<file path="config.mk">
export PLATFORM = sky130hd
export DESIGN_NAME = bulk_endp_mc
export DESIGN_NICKNAME = d
export VERILOG_FILES = /design/src/rtl/bulk_endp_mc_pkg.sv /design/src/rtl/bulk_endp_mc_fifo_rb.sv /design/src/rtl/bulk_endp_mc.sv
export SDC_FILE = /design/constraint.sdc
export NUM_CORES = 1
export LEC_CHECK = 0
export ABC_CLOCK_PERIOD_IN_PS = 9900
export CAP_MARGIN = 20
export CORE_AREA = 2 2 193 337
export DETAILED_ROUTE_END_ITERATION = 7
export DIE_AREA = 0 0 195 339
export PLACE_DENSITY = 0.52
export SETUP_SLACK_MARGIN = 0.4
export SYNTH_ARGS = -nofsm -noshare
export SYNTH_HDL_FRONTEND = slang
export SYNTH_SLANG_ARGS = --single-unit
export TNS_END_PERCENT = 20
</file>
<file path="constraint.sdc">
create_clock -name clk_i -period 9.9 [get_ports clk_i]
set_clock_uncertainty 0.1 [all_clocks]
set_input_delay 1.98 -clock clk_i [delete_from_list [all_inputs] [get_ports clk_i]]
set_output_delay 1.98 -clock clk_i [all_outputs]
set_load 0.05 [all_outputs]
</file>
<file path="src/rtl/bulk_endp_mc_pkg.sv">
// -----------------------------------------------------------------------------
// bulk_endp_mc_pkg
// Shared definitions for the multi-channel bulk endpoint buffer:
//   - USB endpoint transfer-type codes (control / bulk / interrupt)
//   - IN-path packet state encoding
//   - clog2 helper for sizing pointers from FIFO depths
// No ports (package).
// -----------------------------------------------------------------------------
package bulk_endp_mc_pkg;

  localparam logic [1:0] ENDP_CTRL = 2'd0;
  localparam logic [1:0] ENDP_BULK = 2'd2;
  localparam logic [1:0] ENDP_INT  = 2'd3;

  typedef enum logic [1:0] {
    IN_IDLE     = 2'd0,
    IN_SEND     = 2'd1,
    IN_WAIT_ACK = 2'd2
  } in_state_e;

  function automatic int clog2(input int value);
    int r;
    r = 0;
    while ((1 << r) < value) r++;
    return r;
  endfunction

endpackage

</file>
<file path="src/rtl/bulk_endp_mc_fifo_rb.sv">
// -----------------------------------------------------------------------------
// bulk_endp_mc_fifo_rb
// Byte FIFO with one speculative pointer plus its committed shadow.
// SPEC_WR=1: the write side is speculative (OUT packets, discarded on error).
// SPEC_WR=0: the read side is speculative (IN packets, replayed on retry).
// Pointers are AW+1 bits and wrap naturally; occupancy is a plain difference.
// Ports:
//   clk, rst_n            clock, asynchronous active-low reset
//   wr_en, wr_data        push one byte at wr_ptr
//   rd_en                 advance rd_ptr
//   commit                committed shadow takes the speculative pointer
//   rollback              speculative pointer returns to the committed shadow
//   wr_ptr, rd_ptr        current write / read pointers
//   com_ptr               committed copy of the speculative side
//   rd_data               byte at rd_ptr
// -----------------------------------------------------------------------------
module bulk_endp_mc_fifo_rb
  import bulk_endp_mc_pkg::*;
#(
  parameter int DEPTH   = 16,
  parameter bit SPEC_WR = 1'b1,
  localparam int AW     = clog2(DEPTH)
) (
  input  logic        clk,
  input  logic        rst_n,
  input  logic        wr_en,
  input  logic [7:0]  wr_data,
  input  logic        rd_en,
  input  logic        commit,
  input  logic        rollback,
  output logic [AW:0] wr_ptr,
  output logic [AW:0] rd_ptr,
  output logic [AW:0] com_ptr,
  output logic [7:0]  rd_data
);

  logic [7:0] mem [DEPTH];

  // Storage carries no reset; only pointers define what is valid.
  always_ff @(posedge clk) begin
    if (wr_en) mem[wr_ptr[AW-1:0]] <= wr_data;
  end

  always_ff @(posedge clk or negedge rst_n) begin
    if (!rst_n) begin
      wr_ptr  <= '0;
      rd_ptr  <= '0;
      com_ptr <= '0;
    end else if (SPEC_WR) begin
      if (rollback)   wr_ptr <= com_ptr;
      else if (wr_en) wr_ptr <= wr_ptr + (AW+1)'(1);
      if (commit)     com_ptr <= wr_ptr;
      if (rd_en)      rd_ptr <= rd_ptr + (AW+1)'(1);
    end else begin
      if (wr_en)      wr_ptr <= wr_ptr + (AW+1)'(1);
      if (rollback)   rd_ptr <= com_ptr;
      else if (rd_en) rd_ptr <= rd_ptr + (AW+1)'(1);
      if (commit)     com_ptr <= rd_ptr;
    end
  end

  assign rd_data = mem[rd_ptr[AW-1:0]];

endmodule

</file>
<file path="src/rtl/bulk_endp_mc.sv">
// -----------------------------------------------------------------------------
// bulk_endp_mc
// N_CHANNELS bulk IN/OUT pipes sharing one SIE endpoint interface. Channel c
// answers on endpoint FIRST_ENDP+c. OUT packets are written speculatively and
// committed on ACK or dropped on error/overflow; IN packets are read
// speculatively and replayed until the host ACKs. A max-size IN packet is
// followed by a zero-length packet on the next IN token with an empty FIFO.
// Ports:
//   clk_i, rstn_i                        clock, asynchronous active-low reset
//   endp_i                               endpoint of current SIE transaction
//   out_data_i/out_valid_i               OUT payload byte strobe
//   out_err_i/out_ready_i                OUT packet discard / commit
//   out_nak_o                            selected channel lacks a max packet
//   in_req_i/in_ready_i/in_ack_i         IN token / byte consumed / host ACK
//   in_data_o/in_valid_o/in_zlp_o        IN byte, byte valid, send ZLP
//   app_out_data_o/valid_o/ready_i       per-channel OUT byte stream
//   app_in_data_i/valid_i/ready_o        per-channel IN byte stream
// -----------------------------------------------------------------------------
module bulk_endp_mc
  import bulk_endp_mc_pkg::*;
#(
  parameter int N_CHANNELS             = 2,
  parameter int FIRST_ENDP             = 1,
  parameter int IN_BULK_MAXPACKETSIZE  = 8,
  parameter int OUT_BULK_MAXPACKETSIZE = 8,
  parameter int IN_FIFO_DEPTH          = 16,
  parameter int OUT_FIFO_DEPTH         = 16
) (
  input  logic                    clk_i,
  input  logic                    rstn_i,
  input  logic [3:0]              endp_i,
  input  logic [7:0]              out_data_i,
  input  logic                    out_valid_i,
  input  logic                    out_err_i,
  input  logic                    out_ready_i,
  output logic                    out_nak_o,
  input  logic                    in_req_i,
  input  logic                    in_ready_i,
  input  logic                    in_ack_i,
  output logic [7:0]              in_data_o,
  output logic                    in_valid_o,
  output logic                    in_zlp_o,
  output logic [8*N_CHANNELS-1:0] app_out_data_o,
  output logic [N_CHANNELS-1:0]   app_out_valid_o,
  input  logic [N_CHANNELS-1:0]   app_out_ready_i,
  input  logic [8*N_CHANNELS-1:0] app_in_data_i,
  input  logic [N_CHANNELS-1:0]   app_in_valid_i,
  output logic [N_CHANNELS-1:0]   app_in_ready_o
);

  localparam int OAW = clog2(OUT_FIFO_DEPTH);
  localparam int IAW = clog2(IN_FIFO_DEPTH);
  localparam int LW  = clog2(IN_BULK_MAXPACKETSIZE) + 1;

  localparam logic [OAW:0]  O_DEPTH   = (OAW+1)'(OUT_FIFO_DEPTH);
  // NAK when free < MPS, i.e. when committed occupancy exceeds DEPTH-MPS.
  localparam logic [OAW:0]  O_NAK_LIM = (OAW+1)'(OUT_FIFO_DEPTH - OUT_BULK_MAXPACKETSIZE);
  localparam logic [IAW:0]  I_DEPTH   = (IAW+1)'(IN_FIFO_DEPTH);
  localparam logic [IAW:0]  I_MPS     = (IAW+1)'(IN_BULK_MAXPACKETSIZE);
  localparam logic [LW-1:0] L_MPS     = LW'(IN_BULK_MAXPACKETSIZE);

  logic [N_CHANNELS-1:0] hit, ch_valid, ch_zlp, ch_nak;
  logic [7:0]            ch_data [N_CHANNELS];

  for (genvar c = 0; c < N_CHANNELS; c++) begin : g_ch
    assign hit[c] = (endp_i == 4'(FIRST_ENDP + c));

    // ---------------- OUT path ----------------
    logic [OAW:0] o_wr, o_rd, o_com;
    logic [7:0]   o_q;
    logic         o_ovf, o_full, o_wr_en, o_rd_en, o_commit, o_rollback;

    assign o_full     = (o_wr - o_rd) == O_DEPTH;
    assign o_wr_en    = hit[c] & out_valid_i & ~o_full;
    assign o_commit   = hit[c] & out_ready_i & ~o_ovf;
    // An overflowed packet is incomplete, so an ACK for it still discards it.
    assign o_rollback = hit[c] & (out_err_i | (out_ready_i & o_ovf));
    assign o_rd_en    = app_out_valid_o[c] & app_out_ready_i[c];

    assign app_out_valid_o[c]     = (o_com != o_rd);
    assign app_out_data_o[8*c +: 8] = app_out_valid_o[c] ? o_q : 8'h00;
    assign ch_nak[c]              = (o_com - o_rd) > O_NAK_LIM;

    always_ff @(posedge clk_i or negedge rstn_i) begin
      if (!rstn_i)                                 o_ovf <= 1'b0;
      else if (hit[c] & (out_ready_i | out_err_i)) o_ovf <= 1'b0;
      else if (hit[c] & out_valid_i & o_full)      o_ovf <= 1'b1;
    end

    bulk_endp_mc_fifo_rb #(.DEPTH(OUT_FIFO_DEPTH), .SPEC_WR(1'b1)) u_out (
      .clk(clk_i), .rst_n(rstn_i),
      .wr_en(o_wr_en), .wr_data(out_data_i), .rd_en(o_rd_en),
      .commit(o_commit), .rollback(o_rollback),
      .wr_ptr(o_wr), .rd_ptr(o_rd), .com_ptr(o_com), .rd_data(o_q)
    );

    // ---------------- IN path ----------------
    in_state_e     state, n_state;
    logic [LW-1:0] len, n_len, left, n_left, snap;
    logic          zlp_mode, n_zlp, zlp_pend, n_pend;
    logic [IAW:0]  i_wr, i_rd, i_com, i_used;
    logic [7:0]    i_q;
    logic          i_wr_en, i_rd_en, i_commit, do_snap, req, ack, rdy;

    assign req  = hit[c] & in_req_i;
    assign ack  = hit[c] & in_ack_i;
    assign rdy  = hit[c] & in_ready_i;

    // Occupancy counts from the committed read pointer, so bytes of an
    // unacknowledged packet keep their space until the host ACKs.
    assign i_used            = i_wr - i_com;
    assign app_in_ready_o[c] = i_used < I_DEPTH;
    assign i_wr_en           = app_in_valid_i[c] & app_in_ready_o[c];
    assign snap              = (i_used >= I_MPS) ? L_MPS : LW'(i_used);

    always_ff @(posedge clk_i or negedge rstn_i) begin
      if (!rstn_i) begin
        state    <= IN_IDLE;
        len      <= '0;
        left     <= '0;
        zlp_mode <= 1'b0;
        zlp_pend <= 1'b0;
      end else begin
        state    <= n_state;
        len      <= n_len;
        left     <= n_left;
        zlp_mode <= n_zlp;
        zlp_pend <= n_pend;
      end
    end

    always_comb begin
      n_state  = state;
      n_len    = len;
      n_left   = left;
      n_zlp    = zlp_mode;
      n_pend   = zlp_pend;
      do_snap  = 1'b0;
      i_commit = 1'b0;
      i_rd_en  = 1'b0;
      case (state)
        IN_IDLE: do_snap = req;
        IN_SEND: begin
          if (zlp_mode) begin
            n_state = IN_WAIT_ACK;
          end else if (rdy && left != '0) begin
            i_rd_en = 1'b1;
            n_left  = left - LW'(1);
            if (left == LW'(1)) n_state = IN_WAIT_ACK;
          end
        end
        IN_WAIT_ACK: begin
          if (ack) begin
            i_commit = 1'b1;
            n_pend   = (len == L_MPS);
            n_state  = IN_IDLE;
          end else begin
            do_snap = req;
          end
        end
        default: n_state = IN_IDLE;
      endcase
      // A fresh token and a retry both restart from the committed pointer,
      // so a replayed packet carries exactly the same bytes.
      if (do_snap) begin
        n_len  = snap;
        n_left = snap;
        n_zlp  = 1'b0;
        if (snap != '0) begin
          n_state = IN_SEND;
        end else if (zlp_pend) begin
          n_state = IN_SEND;
          n_zlp   = 1'b1;
        end else begin
          n_state = IN_IDLE;
        end
      end
    end

    assign ch_valid[c] = (state == IN_SEND) & ~zlp_mode & (left != '0);
    assign ch_zlp[c]   = (state == IN_SEND) & zlp_mode;
    assign ch_data[c]  = i_q;

    bulk_endp_mc_fifo_rb #(.DEPTH(IN_FIFO_DEPTH), .SPEC_WR(1'b0)) u_in (
      .clk(clk_i), .rst_n(rstn_i),
      .wr_en(i_wr_en), .wr_data(app_in_data_i[8*c +: 8]), .rd_en(i_rd_en),
      .commit(i_commit), .rollback(do_snap),
      .wr_ptr(i_wr), .rd_ptr(i_rd), .com_ptr(i_com), .rd_data(i_q)
    );
  end

  // SIE-facing mux: an endpoint outside the channel range drives all zeros.
  always_comb begin
    in_valid_o = 1'b0;
    in_zlp_o   = 1'b0;
    out_nak_o  = 1'b0;
    in_data_o  = 8'h00;
    for (int c = 0; c < N_CHANNELS; c++) begin
      if (hit[c]) begin
        in_valid_o = ch_valid[c];
        in_zlp_o   = ch_zlp[c];
        out_nak_o  = ch_nak[c];
        in_data_o  = ch_valid[c] ? ch_data[c] : 8'h00;
      end
    end
  end

endmodule

</file>
**Word-level counts from Yosys, hierarchy flattened**

Memory sizes are Yosys's and may differ from the RTL's.
Index checks and enable logic that the tools add are counted.

- Register bits after elaboration: 86
- Bits in latches: 0
- Bits in writable memories: 512
- Memory bits (read-only): 0
- Input bits: 40
- Output and inout port bits: 31
- Logic and storage cells: 215
- Memories kept: 4

- $add $sub $neg: 16
- $mul: 0
- Divide/modulo/power cells: 0
- Magnitude comparators: 6
- Eq/ne operators: 24
- Shift operators: 0
- Muxes and demuxes: 76
- Bitwise gates (word level): 41
- Reductions and logical operators: 24

Memories:

| name | words | bits a word | rd ports | clocked after memory_dff | write ports | RTL line | text |
|---|---|---|---|---|---|---|---|
| g_ch[0].u_in.mem | 16 | 8 | 1 | 0 | 1 | bulk_endp_mc_fifo_rb.sv:37 | `logic [7:0] mem [DEPTH];` |
| g_ch[0].u_out.mem | 16 | 8 | 1 | 0 | 1 | bulk_endp_mc_fifo_rb.sv:37 |  |
| g_ch[1].u_in.mem | 16 | 8 | 1 | 0 | 1 | bulk_endp_mc_fifo_rb.sv:37 |  |
| g_ch[1].u_out.mem | 16 | 8 | 1 | 0 | 1 | bulk_endp_mc_fifo_rb.sv:37 |  |

Operators with widths:

| operator | count |
|---|---|
| $mux W8 | 6 |
| $add A5 B1 Y5 const B | 8 |
| $mux W4 | 10 |
| $mux W5 | 8 |
| $mux W1 | 38 |
| $and A1 B1 Y1 | 32 |
| $sub A5 B5 Y5 | 6 |
| $mux W2 | 10 |
| $reduce_bool A2 Y1 | 10 |
| $ne A4 B4 Y1 const B | 4 |
| $reduce_bool A4 Y1 | 4 |
| $eq A4 B1 Y1 const B | 3 |
| $pmux W2 S3 | 2 |
| $eq A5 B5 Y1 const B | 2 |
| $ge A5 B4 Y1 const B | 2 |
| $gt A5 B4 Y1 const B | 2 |
| $lt A5 B5 Y1 const B | 2 |
| $ne A5 B5 Y1 | 2 |
| $eq A4 B4 Y1 const B | 2 |
| $reduce_and A4 Y1 | 2 |
| $sub A4 B1 Y4 const B | 2 |
| $ne A3 B3 Y1 const B | 2 |
| $not A1 Y1 | 6 |
| $reduce_and A3 Y1 | 2 |
| other kinds (10) | 20 |

**Depth between registers and ports, before layout**

- Depth after elaboration: 8
- Mapped depth: 11
- Depth with buffers taken out: 10

**By module**

Synthesis repeated with hierarchy kept, for this count alone.

- Cells, all modules: 1,498
- Area total of the unflattened synthesis: 25,564.5 um^2

By module, submodules not included:

| module | times used | cells an instance | area an instance (um^2) | seq. area each (um^2) |
|---|---|---|---|---|
| bulk_endp_mc_fifo_rb (g_ch[0].u_out ...) | 2 | 295 | 5,714.2 | 4,219.0 |
| bulk_endp_mc_fifo_rb (g_ch[0].u_in) | 1 | 318 | 5,796.8 | 4,219.0 |
| bulk_endp_mc_fifo_rb (g_ch[1].u_in) | 1 | 280 | 5,706.7 | 4,219.0 |
| bulk_endp_mc | 1 | 310 | 2,632.5 | 650.6 |

**Worst setup path after synthesis**

Ideal clock, no wire load.

- Kind: input-to-output
- From: input port endp_i[1]
- To: output port in_zlp_o
- Arrival: 3,566 ps
- Required time: 7,820 ps
- Slack: 4,254 ps
- Stages on the path: 3
- Buffers on the path: 0
- Cell sequence: nor2b_1 -> nand2_1 -> o32ai_1

- Cells in the longest elaborated chain, start to end: 3
- Elaborated cells on any way between the ends: 4
- Classes of those cells: eq/ne: 2; mux: 2

RTL lines:

| element | RTL line | text |
|---|---|---|
| from (decl) | bulk_endp_mc.sv:31 | `input logic [3:0] endp_i,` |
| $eq A4 B1 Y1 | bulk_endp_mc.sv:66 | `assign hit[c] = (endp_i == 4'(FIRST_ENDP + c));` |
| $mux W1 | bulk_endp_mc.sv:199 | `if (hit[c]) begin` |
| $mux W1 * | bulk_endp_mc.sv:199 |  |
| to (decl) | bulk_endp_mc.sv:42 | `output logic in_zlp_o,` |

Every way passes the cells marked *; elsewhere a longest branch is shown, timed or not.

**Worst setup path after layout**

- From: input port endp_i[1]
- To: output port in_data_o[5]

- Cells in the longest elaborated chain, start to end: 3
- Elaborated cells on any way between the ends: 4
- Classes of those cells: eq/ne: 2; mux: 2

RTL lines:

| element | RTL line | text |
|---|---|---|
| $eq A4 B1 Y1 | bulk_endp_mc.sv:66 |  |
| $mux W8 | bulk_endp_mc.sv:199 |  |
| $mux W8 * | bulk_endp_mc.sv:199 |  |
| to (decl) | bulk_endp_mc.sv:40 | `output logic [7:0] in_data_o,` |

Marked as above.

==> impl_metrics.yaml <==
die:
  die_w_um: 195
  floorplan.initialDensity: 0.3967
  core_um2: 63200
  rows: 122
  io_pins: 71
  design.die.area_um2: 66110
  die_height_um: 339
logic_synthesis:
  ys_seq_area_frac: 0.6992
  synthCells: 1364
  yosys_register_bits: 598
  ys.flop_type: "edfxtp_1"
  synth_nets: 1454
  avgSynthCellArea_um2: 18.38
  synth_top_area_frac: 0.6134
  async_reset_ff_frac: 0.1438
  ys_types: 64
  ys_top_cells_by_area: "edfxtp_1, mux4_2, dfrtp_1"
  synthesis.area_um2: 25070
  synth_enable_flop_cells: 512
  synth_top_cell_by_area: "edfxtp_1"
  yosysWarnings: 0
run_status:
  outcome: "complete, no violations"
cts:
  cts_buffers: 55
  htree_levels: 2
  insertion_delay_ns: 0.61
  root_buffer: "clkbuf_16"
  cts_sinks: 598
  clock_path_buffers: 3
  clk_pin_slew_worst_paths_ns: 0.06
  cts_resized: 0
  cts_tree: "built"
  ctsHoldBuffers: 0
  post-cts-setup-buffers: 0
pwr:
  p_sw_frac: 0.3135
  comb_power_share: 0.295
  power_density_nw_per_um2: 261.6
  p_switching_uw: 2347
  power_frac_seq: 0.417
  vdd_drop_max_mv: 0.1575
  clkPwrFrac: 0.288
  p_leak_uw: 0.009593
  intPower_uw: 5139
placement:
  hpwl_mm: 37.60
  portBuffers: 70
  place_area_um2: 26790
  gp_congestion: 0.7402
detailed_routing:
  drt-vias-per-instance: 5.375
  ant_nets: 0
  drt_iter0_drc: 729
  routedWlPerCell_um: 23.73
  vias: 12370
  wl_mm: 54.62
  drtPass1Iterations: 5
  drc: 0
timing:
  max_freq_mhz: 148.9
  drv_slew: 0
  finalSetupViolCount: 0
  worstMarginPinSlew_ns: 1.044
  period_minus_slack_ns: 6.716
  hold_viol: 0
  rsz0062_at_grt: "false"
  finalCritPeriodShare: 0.6783
  setup_tns_ns: 0
  relSlewSlack: 0.3014
global_route:
  grt_antenna_before_repair: 3
  first_global_vias: 13300
  grt_max_degree: 49
  grt_pass1_wl_mm: 83.82
  grt_usage: 0.1697
  overflow: 0
setup_path:
  crit_type: "input pin to primary output"
  start_kind: "input pin"
  cp_max_fo: 15
  r2r_setup_slack_ns: 5.84
  required_ns: 7.82
  arrival_ns: 4.64
  crit_path_end_kind: "primary output"
finish:
  final_common_cell: "edfxtp_1"
  syn_to_final_growth_pct: 14.18
  mostFrequentLayoutCells: "edfxtp_1, mux4_2, dfrtp_1, clkdlybuf4s50_1, nand2_1"
  drive_gt1_frac: 0.2152
  design_area_um2: 28620
  antenna_cells: 0
  nets: 1544
flow_run:
  max-cap-violations: 0
hold_path:
  min_path_type: "register to register"
power groups by stage:
stage / clock network [µW] / registers (µW) / logic (µW)
finish: 2160 / 3120 / 2210
global route: 2310 / 3160 / 2400
CTS: 2220 / 3130 / 2270
detailed placement: 0 / 3180 / 2260
global placement: 0 / 3180 / 2240
floorplan: 0 / 3030 / 1690
cells in the mapped netlist (2+ instances only):
cell and count:
nor2b_1 28, a21o_1 3, dfrtp_1 86, mux4_2 160
buf_2 16, mux2_2 17, nand4_1 12, and3b_1 7
o31ai_1 2, a21boi_0 2, buf_6 2, nor4b_1 3
mux2i_1 3, o22ai_1 3, nor3_1 15, nor4_1 7
nand2_1 66, a41oi_1 2, fa_1 2, buf_1 3
a221o_1 3, inv_2 2, o21ai_0 44, or2_2 2
ha_1 48, and4_1 8, clkbuf_1 45, xnor2_1 34
nor3b_1 15, edfxtp_1 512, a21oi_1 11, nor2_1 37
and3_1 12, nand2b_1 9, a22o_1 11, inv_1 45
and2_1 15, or4_1 2, xor2_1 15, nand3b_1 5
nand3_1 25, a31oi_1 3
worst max-delay path, stage by stage:
cell,delay [ns]
clkdlybuf4s50_1,0.47
nor2b_1,0.35
and2_0,0.75
nand3_1,0.16
nand2_1,0.11
clkdlybuf4s50_1,0.81
worst paths after layout:
path,from,endpoint,cells past startpoint
max in group asynchronous,rstn_i,g_ch[1].u_out.rd_ptr[0],2
hold reg to reg,g_ch[0].len[0],g_ch[0].len[0],2
hold / removal,g_ch[0].len[0],g_ch[0].len[0],2
min in group asynchronous,rstn_i,g_ch[0].u_out.rd_ptr[0],1
setup / recovery,endp_i[1],in_data_o[5],6
setup reg to reg,g_ch[0].u_out.rd_ptr[0],g_ch[0].u_out.mem[4][1],8
kinds of logic after synthesis:
kind of cell,count (synthesis),synth area share
DFF,598,0.6992
and+or+nand+nor,275,0.05995
muxes,182,0.1536
buffers and inverters,114,0.01862
AOI/OAI and AO/OA,94,0.02406
xor gates and xnor gates,51,0.01897
adders and majority gates,50,0.02556
metrics by stage:
step / setup slack (ns) / std cells / hold slack [ns] / total power, µW / util
3_3_place_gp: 3.224 / 2200 / 0.3790 / 5426 / 0.4235
4_1_cts: 3.185 / 2302 / 0.3920 / 7617 / 0.4529
5_1_grt: 2.970 / 2302 / 0.4161 / 7865 / 0.4529
3_5_place_dp: 3.204 / 2203 / 0.3780 / 5446 / 0.4240
2_1_floorplan: 4.254 / 1364 / 0.3498 / 4717 / -
6_report: 3.184 / 2302 / 0.3886 / 7487 / 0.4529
registers in the layout (all words and copies together), names as in the netlist, 10 cells and up:
signal              flops
g_ch.u_in.mem         256
g_ch.u_in.rd_ptr       10
g_ch.u_out.com_ptr     10
g_ch.u_in.wr_ptr       10
g_ch.u_out.rd_ptr      10
g_ch.u_out.mem        256
g_ch.u_in.com_ptr      10
g_ch.u_out.wr_ptr      10
layout make-up:
class / instances / area, µm²
sequential: 598 / 17530
timing repair buffer: 100 / 932.1
clock inverter: 29 / 300.3
multi-input combinational: 652 / 7143
tap: 806 / 1008
fill: 5474 / 34570
clock buffer: 70 / 1529
inverter: 47 / 176.4
routing by layer:
| layer | vias to the layer above | part of all wire | track usage |
|---|---|---|---|
| li1 | 5577 | - | - |
| met3 | 78 | 0.034 | 0.02736 |
| met5 | - | 0.00053 | 0 |
| met4 | 6 | 0.024 | 0.05073 |
| met2 | 200 | 0.57 | 0.3271 |
| met1 | 6512 | 0.37 | 0.1894 |
(Power assumes the default switching activity.)
